[config.mk]
export PLATFORM = sky130hd
export DESIGN_NAME = rst_seq_gen_flat
export DESIGN_NICKNAME = d
export VERILOG_FILES = /design/src/rtl/rst_pkg.sv /design/src/rtl/rst_seq_gen_if.sv /design/src/rtl/rst_btn_debounce.sv /design/src/rtl/rst_seq_gen.sv /design/src/flat_wrapper.sv
export SDC_FILE = /design/constraint.sdc
export NUM_CORES = 1
export LEC_CHECK = 0
export BUFFER_PORTS_ARGS = -buffer_cell sky130_fd_sc_hd__buf_2
export CAP_MARGIN = 20
export CELL_PAD_IN_SITES_DETAIL_PLACEMENT = 0
export CELL_PAD_IN_SITES_GLOBAL_PLACEMENT = 2
export CORE_MARGIN = 2
export CORE_UTILIZATION = 34
export CTS_BUF_LIST = sky130_fd_sc_hd__clkbuf_8 sky130_fd_sc_hd__clkbuf_16
export DETAILED_ROUTE_END_ITERATION = 16
export PLACE_DENSITY_LB_ADDON = 0.1
export SYNTH_ARGS = -nofsm -noshare
export SYNTH_HDL_FRONTEND = slang
export SYNTH_HIERARCHICAL = 1
export SYNTH_SLANG_ARGS = --single-unit
[constraint.sdc]
create_clock -name clk -period 1.6 [get_ports clk]
set_input_delay 0.24 -clock clk [delete_from_list [all_inputs] [get_ports clk]]
set_output_delay 0.24 -clock clk [all_outputs]
set_load 0.02 [all_outputs]
[src/rtl/rst_pkg.sv]
// Shared types for the reset sequencer: reset cause encoding and sequencer states.
package rst_pkg;

  // Source of the most recent reset; value 3 is reserved.
  typedef enum logic [1:0] {
    CAUSE_POR = 2'd0,
    CAUSE_SW  = 2'd1,
    CAUSE_BTN = 2'd2
  } rst_cause_e;

  // Sequencer phases: hold everything, release stage by stage, then idle.
  typedef enum logic [1:0] {
    HOLD    = 2'd0,
    RELEASE = 2'd1,
    RUN     = 2'd2
  } rst_seq_state_e;

  function automatic int unsigned max_u(input int unsigned a, input int unsigned b);
    return (a > b) ? a : b;
  endfunction

endpackage

[src/rtl/rst_seq_gen_if.sv]
// Request/status bundle between the reset sequencer and its environment.
interface rst_seq_gen_if #(
  parameter int unsigned NUM_STAGES = 3
);
  import rst_pkg::*;

  logic                  ext_rst_btn_n;
  logic                  sw_rst_req;
  logic                  sw_rst_ack;
  logic [NUM_STAGES-1:0] rst_out_n;
  logic                  busy;
  rst_cause_e            rst_cause;

  // Environment side: drives button and software request, observes resets.
  modport master (
    output ext_rst_btn_n,
    output sw_rst_req,
    input  sw_rst_ack,
    input  rst_out_n,
    input  busy,
    input  rst_cause
  );

  // Sequencer side.
  modport slave (
    input  ext_rst_btn_n,
    input  sw_rst_req,
    output sw_rst_ack,
    output rst_out_n,
    output busy,
    output rst_cause
  );

endinterface

[src/rtl/rst_btn_debounce.sv]
// Push-button path: 2-flop synchronizer, low-time debounce counter, one-cycle press pulse.
module rst_btn_debounce #(
  parameter int unsigned DEBOUNCE_CYCLES = 8
) (
  input  logic clk,
  input  logic async_rst,
  input  logic ext_rst_btn_n,
  output logic btn_press
);

  localparam int unsigned DW = $clog2(DEBOUNCE_CYCLES + 1);
  localparam logic [DW-1:0] CntLast = DW'(DEBOUNCE_CYCLES - 1);
  localparam logic [DW-1:0] CntMax  = DW'(DEBOUNCE_CYCLES);

  logic          sync1_q, sync2_q;
  logic [DW-1:0] cnt_q, cnt_d;

  // Synchronize the raw button; resets to the released (high) level.
  always_ff @(posedge clk or posedge async_rst) begin
    if (async_rst) begin
      sync1_q <= 1'b1;
      sync2_q <= 1'b1;
    end else begin
      sync1_q <= ext_rst_btn_n;
      sync2_q <= sync1_q;
    end
  end

  // Count consecutive low cycles; saturate so a held button fires only once.
  always_comb begin
    cnt_d = cnt_q;
    if (sync2_q) begin
      cnt_d = '0;
    end else if (cnt_q != CntMax) begin
      cnt_d = cnt_q + DW'(1);
    end
  end

  // Debounce counter state.
  always_ff @(posedge clk or posedge async_rst) begin
    if (async_rst) begin
      cnt_q <= '0;
    end else begin
      cnt_q <= cnt_d;
    end
  end

  // Pulse in the cycle whose closing edge brings the count to DEBOUNCE_CYCLES,
  // so the sequencer acts on that same edge. Built only from flops.
  assign btn_press = !sync2_q && (cnt_q == CntLast);

endmodule

[src/rtl/rst_seq_gen.sv]
// Reset sequencer: merges POR, software and button resets, holds all stages,
// then releases rst_out_n bits one at a time, lowest first.
module rst_seq_gen
  import rst_pkg::*;
#(
  parameter int unsigned NUM_STAGES      = 3,
  parameter int unsigned HOLD_CYCLES     = 16,
  parameter int unsigned STEP_CYCLES     = 4,
  parameter int unsigned DEBOUNCE_CYCLES = 8
) (
  input  logic         clk,
  input  logic         async_rst,
  rst_seq_gen_if.slave bus
);

  localparam int unsigned CW = $clog2(max_u(HOLD_CYCLES, STEP_CYCLES) + 1);
  localparam int unsigned IW = $clog2(NUM_STAGES + 1);
  localparam logic [CW-1:0] HoldLast = CW'(HOLD_CYCLES - 1);
  localparam logic [CW-1:0] StepLast = CW'(STEP_CYCLES - 1);
  localparam logic [IW-1:0] IdxLast  = IW'(NUM_STAGES - 1);

  rst_seq_state_e        state_q, state_d;
  logic [CW-1:0]         ctr_q, ctr_d;
  logic [IW-1:0]         idx_q, idx_d;
  logic [NUM_STAGES-1:0] rst_out_n_q, rst_out_n_d;
  logic                  busy_q, busy_d;
  logic                  ack_q, ack_d;
  rst_cause_e            cause_q, cause_d;
  logic                  armed_q, armed_d;

  logic btn_press;
  logic sw_accept;
  logic req;

  rst_btn_debounce #(
    .DEBOUNCE_CYCLES(DEBOUNCE_CYCLES)
  ) u_btn (
    .clk          (clk),
    .async_rst    (async_rst),
    .ext_rst_btn_n(bus.ext_rst_btn_n),
    .btn_press    (btn_press)
  );

  // A sw request is consumed even when a button press wins the cause.
  assign sw_accept = bus.sw_rst_req && armed_q;
  assign req       = btn_press || sw_accept;

  // Next-state: any request restarts HOLD; otherwise walk HOLD -> RELEASE -> RUN.
  always_comb begin
    state_d     = state_q;
    ctr_d       = ctr_q;
    idx_d       = idx_q;
    rst_out_n_d = rst_out_n_q;
    busy_d      = busy_q;
    cause_d     = cause_q;
    ack_d       = sw_accept;
    armed_d     = armed_q;

    if (sw_accept) begin
      armed_d = 1'b0;
    end else if (!bus.sw_rst_req) begin
      armed_d = 1'b1;
    end

    if (req) begin
      state_d     = HOLD;
      ctr_d       = '0;
      idx_d       = '0;
      rst_out_n_d = '0;
      busy_d      = 1'b1;
      cause_d     = btn_press ? CAUSE_BTN : CAUSE_SW;
    end else begin
      unique case (state_q)
        HOLD: begin
          if (ctr_q == HoldLast) begin
            rst_out_n_d[0] = 1'b1;
            ctr_d          = '0;
            if (NUM_STAGES == 1) begin
              state_d = RUN;
              busy_d  = 1'b0;
            end else begin
              state_d = RELEASE;
              idx_d   = IW'(1);
            end
          end else begin
            ctr_d = ctr_q + CW'(1);
          end
        end
        RELEASE: begin
          if (ctr_q == StepLast) begin
            for (int unsigned i = 0; i < NUM_STAGES; i++) begin
              if (idx_q == IW'(i)) rst_out_n_d[i] = 1'b1;
            end
            ctr_d = '0;
            idx_d = idx_q + IW'(1);
            if (idx_q == IdxLast) begin
              state_d = RUN;
              busy_d  = 1'b0;
            end
          end else begin
            ctr_d = ctr_q + CW'(1);
          end
        end
        RUN: begin
        end
        default: begin
          state_d     = HOLD;
          ctr_d       = '0;
          idx_d       = '0;
          rst_out_n_d = '0;
          busy_d      = 1'b1;
        end
      endcase
    end
  end

  // Sequencer state; async_rst is the power-on source.
  always_ff @(posedge clk or posedge async_rst) begin
    if (async_rst) begin
      state_q     <= HOLD;
      ctr_q       <= '0;
      idx_q       <= '0;
      rst_out_n_q <= '0;
      busy_q      <= 1'b1;
      ack_q       <= 1'b0;
      cause_q     <= CAUSE_POR;
      armed_q     <= 1'b1;
    end else begin
      state_q     <= state_d;
      ctr_q       <= ctr_d;
      idx_q       <= idx_d;
      rst_out_n_q <= rst_out_n_d;
      busy_q      <= busy_d;
      ack_q       <= ack_d;
      cause_q     <= cause_d;
      armed_q     <= armed_d;
    end
  end

  assign bus.rst_out_n  = rst_out_n_q;
  assign bus.busy       = busy_q;
  assign bus.sw_rst_ack = ack_q;
  assign bus.rst_cause  = cause_q;

endmodule

[src/flat_wrapper.sv]
// flat-port wrapper written by rule: the top's interface ports become plain ports
module rst_seq_gen_flat import rst_pkg::*;
#(
  parameter int unsigned NUM_STAGES      = 3,
  parameter int unsigned HOLD_CYCLES     = 16,
  parameter int unsigned STEP_CYCLES     = 4,
  parameter int unsigned DEBOUNCE_CYCLES = 8
)
  (clk, async_rst, bus_ext_rst_btn_n, bus_sw_rst_req, bus_sw_rst_ack, bus_rst_out_n, bus_busy, bus_rst_cause);
  rst_seq_gen_if #(.NUM_STAGES(NUM_STAGES)) bus_i ();
  input  logic clk;
  input  logic async_rst;
  input wire logic [$bits(bus_i.ext_rst_btn_n)-1:0] bus_ext_rst_btn_n;
  input wire logic [$bits(bus_i.sw_rst_req)-1:0] bus_sw_rst_req;
  output wire logic [$bits(bus_i.sw_rst_ack)-1:0] bus_sw_rst_ack;
  output wire logic [$bits(bus_i.rst_out_n)-1:0] bus_rst_out_n;
  output wire logic [$bits(bus_i.busy)-1:0] bus_busy;
  output wire logic [$bits(bus_i.rst_cause)-1:0] bus_rst_cause;
  assign bus_i.ext_rst_btn_n = bus_ext_rst_btn_n;
  assign bus_i.sw_rst_req = bus_sw_rst_req;
  assign bus_sw_rst_ack = bus_i.sw_rst_ack;
  assign bus_rst_out_n = bus_i.rst_out_n;
  assign bus_busy = bus_i.busy;
  assign bus_rst_cause = bus_i.rst_cause;
  rst_seq_gen #(.NUM_STAGES(NUM_STAGES), .HOLD_CYCLES(HOLD_CYCLES), .STEP_CYCLES(STEP_CYCLES), .DEBOUNCE_CYCLES(DEBOUNCE_CYCLES)) u_core (.clk(clk), .async_rst(async_rst), .bus(bus_i));
endmodule
After elaboration in Yosys (flattened, before gate mapping)
Cells that the tools add are included.
{"block": "totals", "word_cells": 74, "inputBits": 4, "reg_bits": 23, "out_inout_bits": 7}
{"block": "classes", "n_mux": 29, "eq_ne": 16, "n_addsub": 3, "n_reduce_logical": 13}
{"cell": "5-bit 2-to-1 mux", "n": 3}
{"cell": "3-bit by 1-bit != test with 1-bit output (second input constant)", "n": 5}
{"cell": "5-bit case mux with 3 select lines", "n": 1}
{"cell": "2-bit 2-to-1 mux", "n": 7}
{"cell": "2-bit case mux with 3 select lines", "n": 2}
{"cell": "1-bit 2-to-1 mux", "n": 9}
{"cell": "3-bit AND reduction", "n": 3}
{"cell": "4-bit 2-to-1 mux", "n": 2}
{"cell": "4-bit AND reduction", "n": 2}
{"cell": "3-bit 2-to-1 mux", "n": 2}
{"cell": "2-bit by 1-bit != test with 1-bit output (second input constant)", "n": 3}
{"cell": "5-bit by 1-bit adder with 5-bit output (second input constant)", "n": 1}
{"cell": "5-bit by 2-bit equality test with 1-bit output (second input constant)", "n": 1}
{"cell": "5-bit by 4-bit equality test with 1-bit output (second input constant)", "n": 1}
{"cell": "4-bit by 1-bit adder with 4-bit output (second input constant)", "n": 1}
{"cell": "2-bit by 1-bit equality test with 1-bit output (second input constant)", "n": 2}
{"cell": "2-bit equality test (second input constant)", "n": 2}
{"cell": "4-bit by 3-bit equality test with 1-bit output (second input constant)", "n": 1}
{"cell": "2-bit zero test", "n": 2}
{"cell": "4-bit != test (second input constant)", "n": 1}
{"cell": "2-bit case mux with 2 select lines", "n": 1}
{"cell": "1-bit case mux with 3 select lines", "n": 1}
{"cell": "2-bit by 1-bit adder with 2-bit output (second input constant)", "n": 1}
{"cell": "1-bit logical AND", "n": 2}
{"cell": "5 further kinds", "n": 5}

Depth between registers and ports, before layout
{"block": "depth", "ltp_word": 5, "depth_mapped": 7, "mapped_depth_nobuf": 7}

By module
The synthesis kept the hierarchy.
{"mod": "rst_seq_gen", "instances": 1, "cells_each": 86, "area_each_um2": 893.4, "seq_area_each_um2": 427.9}
{"mod": "rst_btn_debounce", "instances": 1, "cells_each": 25, "area_each_um2": 284.0, "seq_area_each_um2": 152.6}

Least setup slack after synthesis
No wires, ideal clock.
{"block": "synth_timing", "path_type": "flip-flop to flip-flop", "start": "reg u_core.ctr_q[0]", "end": "reg u_core.ctr_q[0]", "slack_ns": 0.009, "required_time_ns": 1.522, "period_less_slack_ns": 1.591, "arrival_ns": 1.513, "stages_incl_launch_ff": 8, "setup_ns": 0.078, "n_path_buf": 0, "cell_sequence": "dfrtp_1 ha_1 nand3_1 inv_1 ha_1 or3_1 a21o_1 a21oi_1"}
{"block": "synth_between", "elab_chain_len": 4, "elab_cells_between_ends": 7, "classes_between": "add/sub: 1; eq/ne: 2; mux: 4"}
{"element": "start: declaration", "line_no": "rst_seq_gen.sv:23", "text": "logic [CW-1:0] ctr_q, ctr_d;"}
{"element": "start signal: assignment", "line_no": "rst_seq_gen.sv:130", "text": "ctr_q <= ctr_d;"}
{"element": "5-bit by 1-bit adder with 5-bit output, or another cell as far along", "line_no": "rst_seq_gen.sv:86, rst_seq_gen.sv:101"}
{"element": "5-bit 2-to-1 mux (on tied branches)", "line_no": "rst_seq_gen.sv:90, rst_seq_gen.sv:75"}
{"element": "5-bit case mux with 3 select lines (*)", "line_no": "rst_seq_gen.sv:73", "text": "unique case (state_q)"}
{"element": "5-bit 2-to-1 mux (*)", "line_no": "rst_seq_gen.sv:65", "text": "if (req) begin"}
Mark *: on every way between the ends. The rest lies on a longest branch, timed or not.
A chain may end at the register's enable or synchronous reset.

Worst setup path after layout
{"block": "layout_timing", "start": "reg u_core.ctr_q[1]", "end": "reg u_core.rst_out_n_q[2] (netlist: u_core/bus.rst_out_n[2])"}
{"block": "layout_between", "elab_chain_len": 3}
{"element": "5-bit by 2-bit equality test with 1-bit output", "line_no": "rst_seq_gen.sv:90", "text": "if (ctr_q == StepLast) begin"}
{"element": "3-bit by 1-bit != test with 1-bit output (no source line)"}
{"element": "3-bit AND reduction (no source line)"}
{"element": "end signal: assignment", "line_no": "rst_seq_gen.sv:132", "text": "rst_out_n_q <= rst_out_n_d;"}
{"element": "end: declaration", "line_no": "rst_seq_gen.sv:25", "text": "logic [NUM_STAGES-1:0] rst_out_n_q, rst_out_n_d;"}
Every way passes these cells.

==> key figures <==
Layout
  • Final net count: 152
  • Fill count: around 340
  • Share of layout cells above drive strength 1: 33.8%
  • Synthesis-to-finish area growth: 27.3%
  • Post-Layout Cell Count: approximately 190
  • Antenna Cells: 0
  • Commonest non-fill, non-tap cells in the layout: 19 x dfrtp_1, 15 x buf_4, 11 x inv_1
  • Commonest non-fill, non-tap cell in the layout: dfrtp_1
  • Fin util: 44.9%

STA
  • RSZ-0062 raised after global routing: yes
  • Final hold vios: 0
  • Worst-Margin Slew: 0.491 ns
  • Fin crit share: 101%
  • Slew Limit Fails: 0
  • Final worst slack: -0.0105 ns
  • Setup TNS Final: -0.0275 ns
  • Fmax: between 600 and 700 MHz
  • Clk_skew: about 0.0092 ns
  • Max-slew headroom: ~67%
  • Setup violators final: 3
  • Minimum clock period: 1.61 ns

Synth
  • Post-synthesis sequential area ratio: around half
  • Post-Synth XOR/XNOR Area: 1.49%
  • Cell taking the most area after synthesis: dfrtp_1
  • Yosys reg bits: 23
  • Synth top area cells: dfrtp_1 40%, dfstp_2 8.9%, ha_1 8.5%, inv_1 3.8%, nor2_1 2.9%
  • Syn Area/Cell: around 11 sq um
  • Synth cell types: 33
  • Post-Syn Instances: 111
  • Synth top area share: between 40% and 50%
  • Post-Syn Area: between 0.001 and 0.0015 sq mm
  • Number of synthesized flops with an enable pin: 0
  • Post-synthesis adder-cell area fraction: approximately 8.5%
  • Prevailing post-synth register cell: dfrtp_1
  • Post-Synth Simple-Gate Area: between 10% and 20%
  • Mux cell area share after synthesis: ~1.7%
  • Post-synthesis compound-gate area fraction: between 10% and 20%
  • Synth warnings: 6
  • Largest family of logic cells by synthesized area: simple AND/OR/NAND/NOR gates
  • Post-Syn Nets: approximately 120
  • Async SR Flop Fraction: 100%

Run status
  • Failing checks: setup timing
  • Outcome: complete, but fails checks

Clock tree
  • Clk Latency, worst-skew pair: 0.27 ns
  • CTS max path bufs: 2
  • Clock sink total: 23
  • Clk root buf: clkbuf_8
  • Cts bufs inserted: 3
  • Htree depth: 1
  • CTS tree: yes
  • Clock transition at path regs: approximately 0.09 ns

Place
  • Placed insts: about 180
  • Gp weighted congestion: approximately 0.77
  • Port bufs: 10
  • DP HPWL: around 1.7 mm

Die
  • Initial core utilization: around a third
  • Boundary pin count: 11
  • FP Rows: 21
  • Core Area: approximately 0.0033 sq mm
  • Die footprint: 0.00395 sq mm
  • Die Y-Extent: between 60 and 70 um
  • Width of the die: approximately 63 um

Drt
  • Drt drc: 0
  • Antenna-violating nets left: 0
  • WL/cell: roughly 13 um
  • Via count: about 910
  • Total length of routed wires: about 2.4 mm
  • DR WL met2: 1.25 mm
  • Via density: around 5
  • Router iterations before antenna repair: 4
  • DRT met1 WL: 1.12 mm
  • DRT iter0 DRCs: 29
  • Met3 WL: about 44 um
  • DR top layer: met4

Power
  • Comb power frac: around a quarter
  • Clock power share: roughly a quarter
  • PwrDens: 980 mW/mm^2
  • Psw: around 0.00045 W
  • Switch share: 30.5%
  • Worst vdd ir: ~0.36 mV
  • Tot Pwr: 0.00147 W
  • Pint: 0.00102 W
  • Reg power frac: between 40% and 50%
  • Pleak: between 0.7 and 0.8 nW

Setup path
  • Max Fanout on Critical Path: 6
  • CP Class: flip-flop to flip-flop
  • Critical Path Start Type: flip-flop
  • Crit path DAT: between 1.5 and 2 ns
  • WP data required: 1.77 ns
  • Endpoint class of the critical path: flip-flop

Hold path
  • Hold WC Path Type: primary input to flip-flop

GRT
  • Total gr overflow: 0
  • Largest net degree at the start of global routing: 18
  • First-pass GRT wire length: around 4.3 mm
  • Vias in the first global route: about 930
  • Initial antenna violation count: 0
  • All-Layer GR Usage: approximately 14%

Flow run
  • Max Cap Violations: 0
==> kinds of logic after synthesis <==
family                     Yosys count
DFF                                 23
buffers and inverters               15
adders and majority gates            8
and+or+nand+nor                     37
AOI/OAI and AO/OA                   24
xor gates and xnor gates             2
muxes                                2
==> worst max-delay path: stages (launching register included) <==
cell and delay (ns):
dfrtp_1 0.39, ha_4 0.16, buf_6 0.09, nor4b_4 0.42
nand3_2 0.17, a221oi_1 0.29
==> state kept, by name, summed over array words and instances (netlist names) <==
register	cells
u_core/u_btn/sync2_q	1
u_core/armed_q	1
u_core/state_q	2
u_core/ctr_q	5
u_core/bus.rst_cause	2
u_core/idx_q	2
u_core/u_btn/cnt_q	4
u_core/u_btn/sync1_q	1
u_core/bus.rst_out_n	3
u_core/bus.sw_rst_ack	1
u_core/bus.busy	1
==> metal layers <==
metal | up-vias | track usage [%]
met1 | 462 | 17.0
li1 | 443 | -
met2 | 6 | 23.9
met5 | - | 0
met3 | 2 | 1.80
met4 | 0 | 5.00
==> what timing repair did <==
action,4_1_cts,5_1_grt
pin swaps,1,9
gates resized for setup,2,9
buffers inserted,0,4
setup endpoints to repair,5,12
endpoints found under the hold margin,14,0
hold buffers,1,0
==> cell type report <==
cell class / instances / area (sq um) / area share (%)
multi-input combinational: 73 / 586 / 39.1
sequential: 23 / 581 / 38.7
timing repair buffer: 27 / 184 / 12.3
tap: 46 / 57.6 / 3.84
inverter: 12 / 45.0 / 3.01
clock buffer: 3 / 41.3 / 2.75
clock inverter: 1 / 5.00 / 0.334
==> power by group through the flow <==
stage                     clock (W)  sequential (W)  combinational [W]
after floorplan                   0        0.000719           0.000191
after global placement            0        0.000717           0.000321
after detailed placement          0        0.000721           0.000320
after CTS                  0.000383        0.000711           0.000330
after global routing       0.000407        0.000730           0.000435
final                      0.000367        0.000720           0.000382
==> cell usage after synthesis (all sizes together) (2+ instances only) <==
library cell,number
dfrtp,19
inv,12
nor2,9
ha,8
nand3,6
a21oi,5
or3,5
dfstp,4
nand2,4
nand2b,4
a211oi,3
a21o,3
a31oi,3
nand3b,3
nor2b,3
clkbuf,2
mux2i,2
nor4b,2
o21ai,2
o21bai,2
o32a,2
==> stage by stage <==
step,hold slack [ns],area (sq um),worst slack (ns)
3_3_place_gp,0.169,1370,0.00126
5_1_grt,0.0606,1500,-0.131
2_1_floorplan,0.0295,1180,0.00939
6_report,0.0700,1500,-0.0105
3_5_place_dp,0.175,1370,-0.0167
4_1_cts,0.0622,1430,-0.0234
==> final timing paths <==
kind / start / end / slack [ns] / depth (start not counted)
setup / recovery: u_core/ctr_q[1] / u_core/bus.rst_out_n[2] / -0.01 / 5
hold / removal: bus_ext_rst_btn_n / u_core/u_btn/sync1_q / 0.07 / 1
setup reg to reg: u_core/ctr_q[1] / u_core/bus.rst_out_n[2] / -0.01 / 5
hold reg to reg: u_core/u_btn/sync1_q / u_core/u_btn/sync2_q / 0.36 / 0
max in group asynchronous: async_rst / u_core/bus.busy / 0.80 / 4
min in group asynchronous: async_rst / u_core/u_btn/cnt_q[2] / 0.42 / 3
Note: power is estimated with default switching activity, not from simulation.
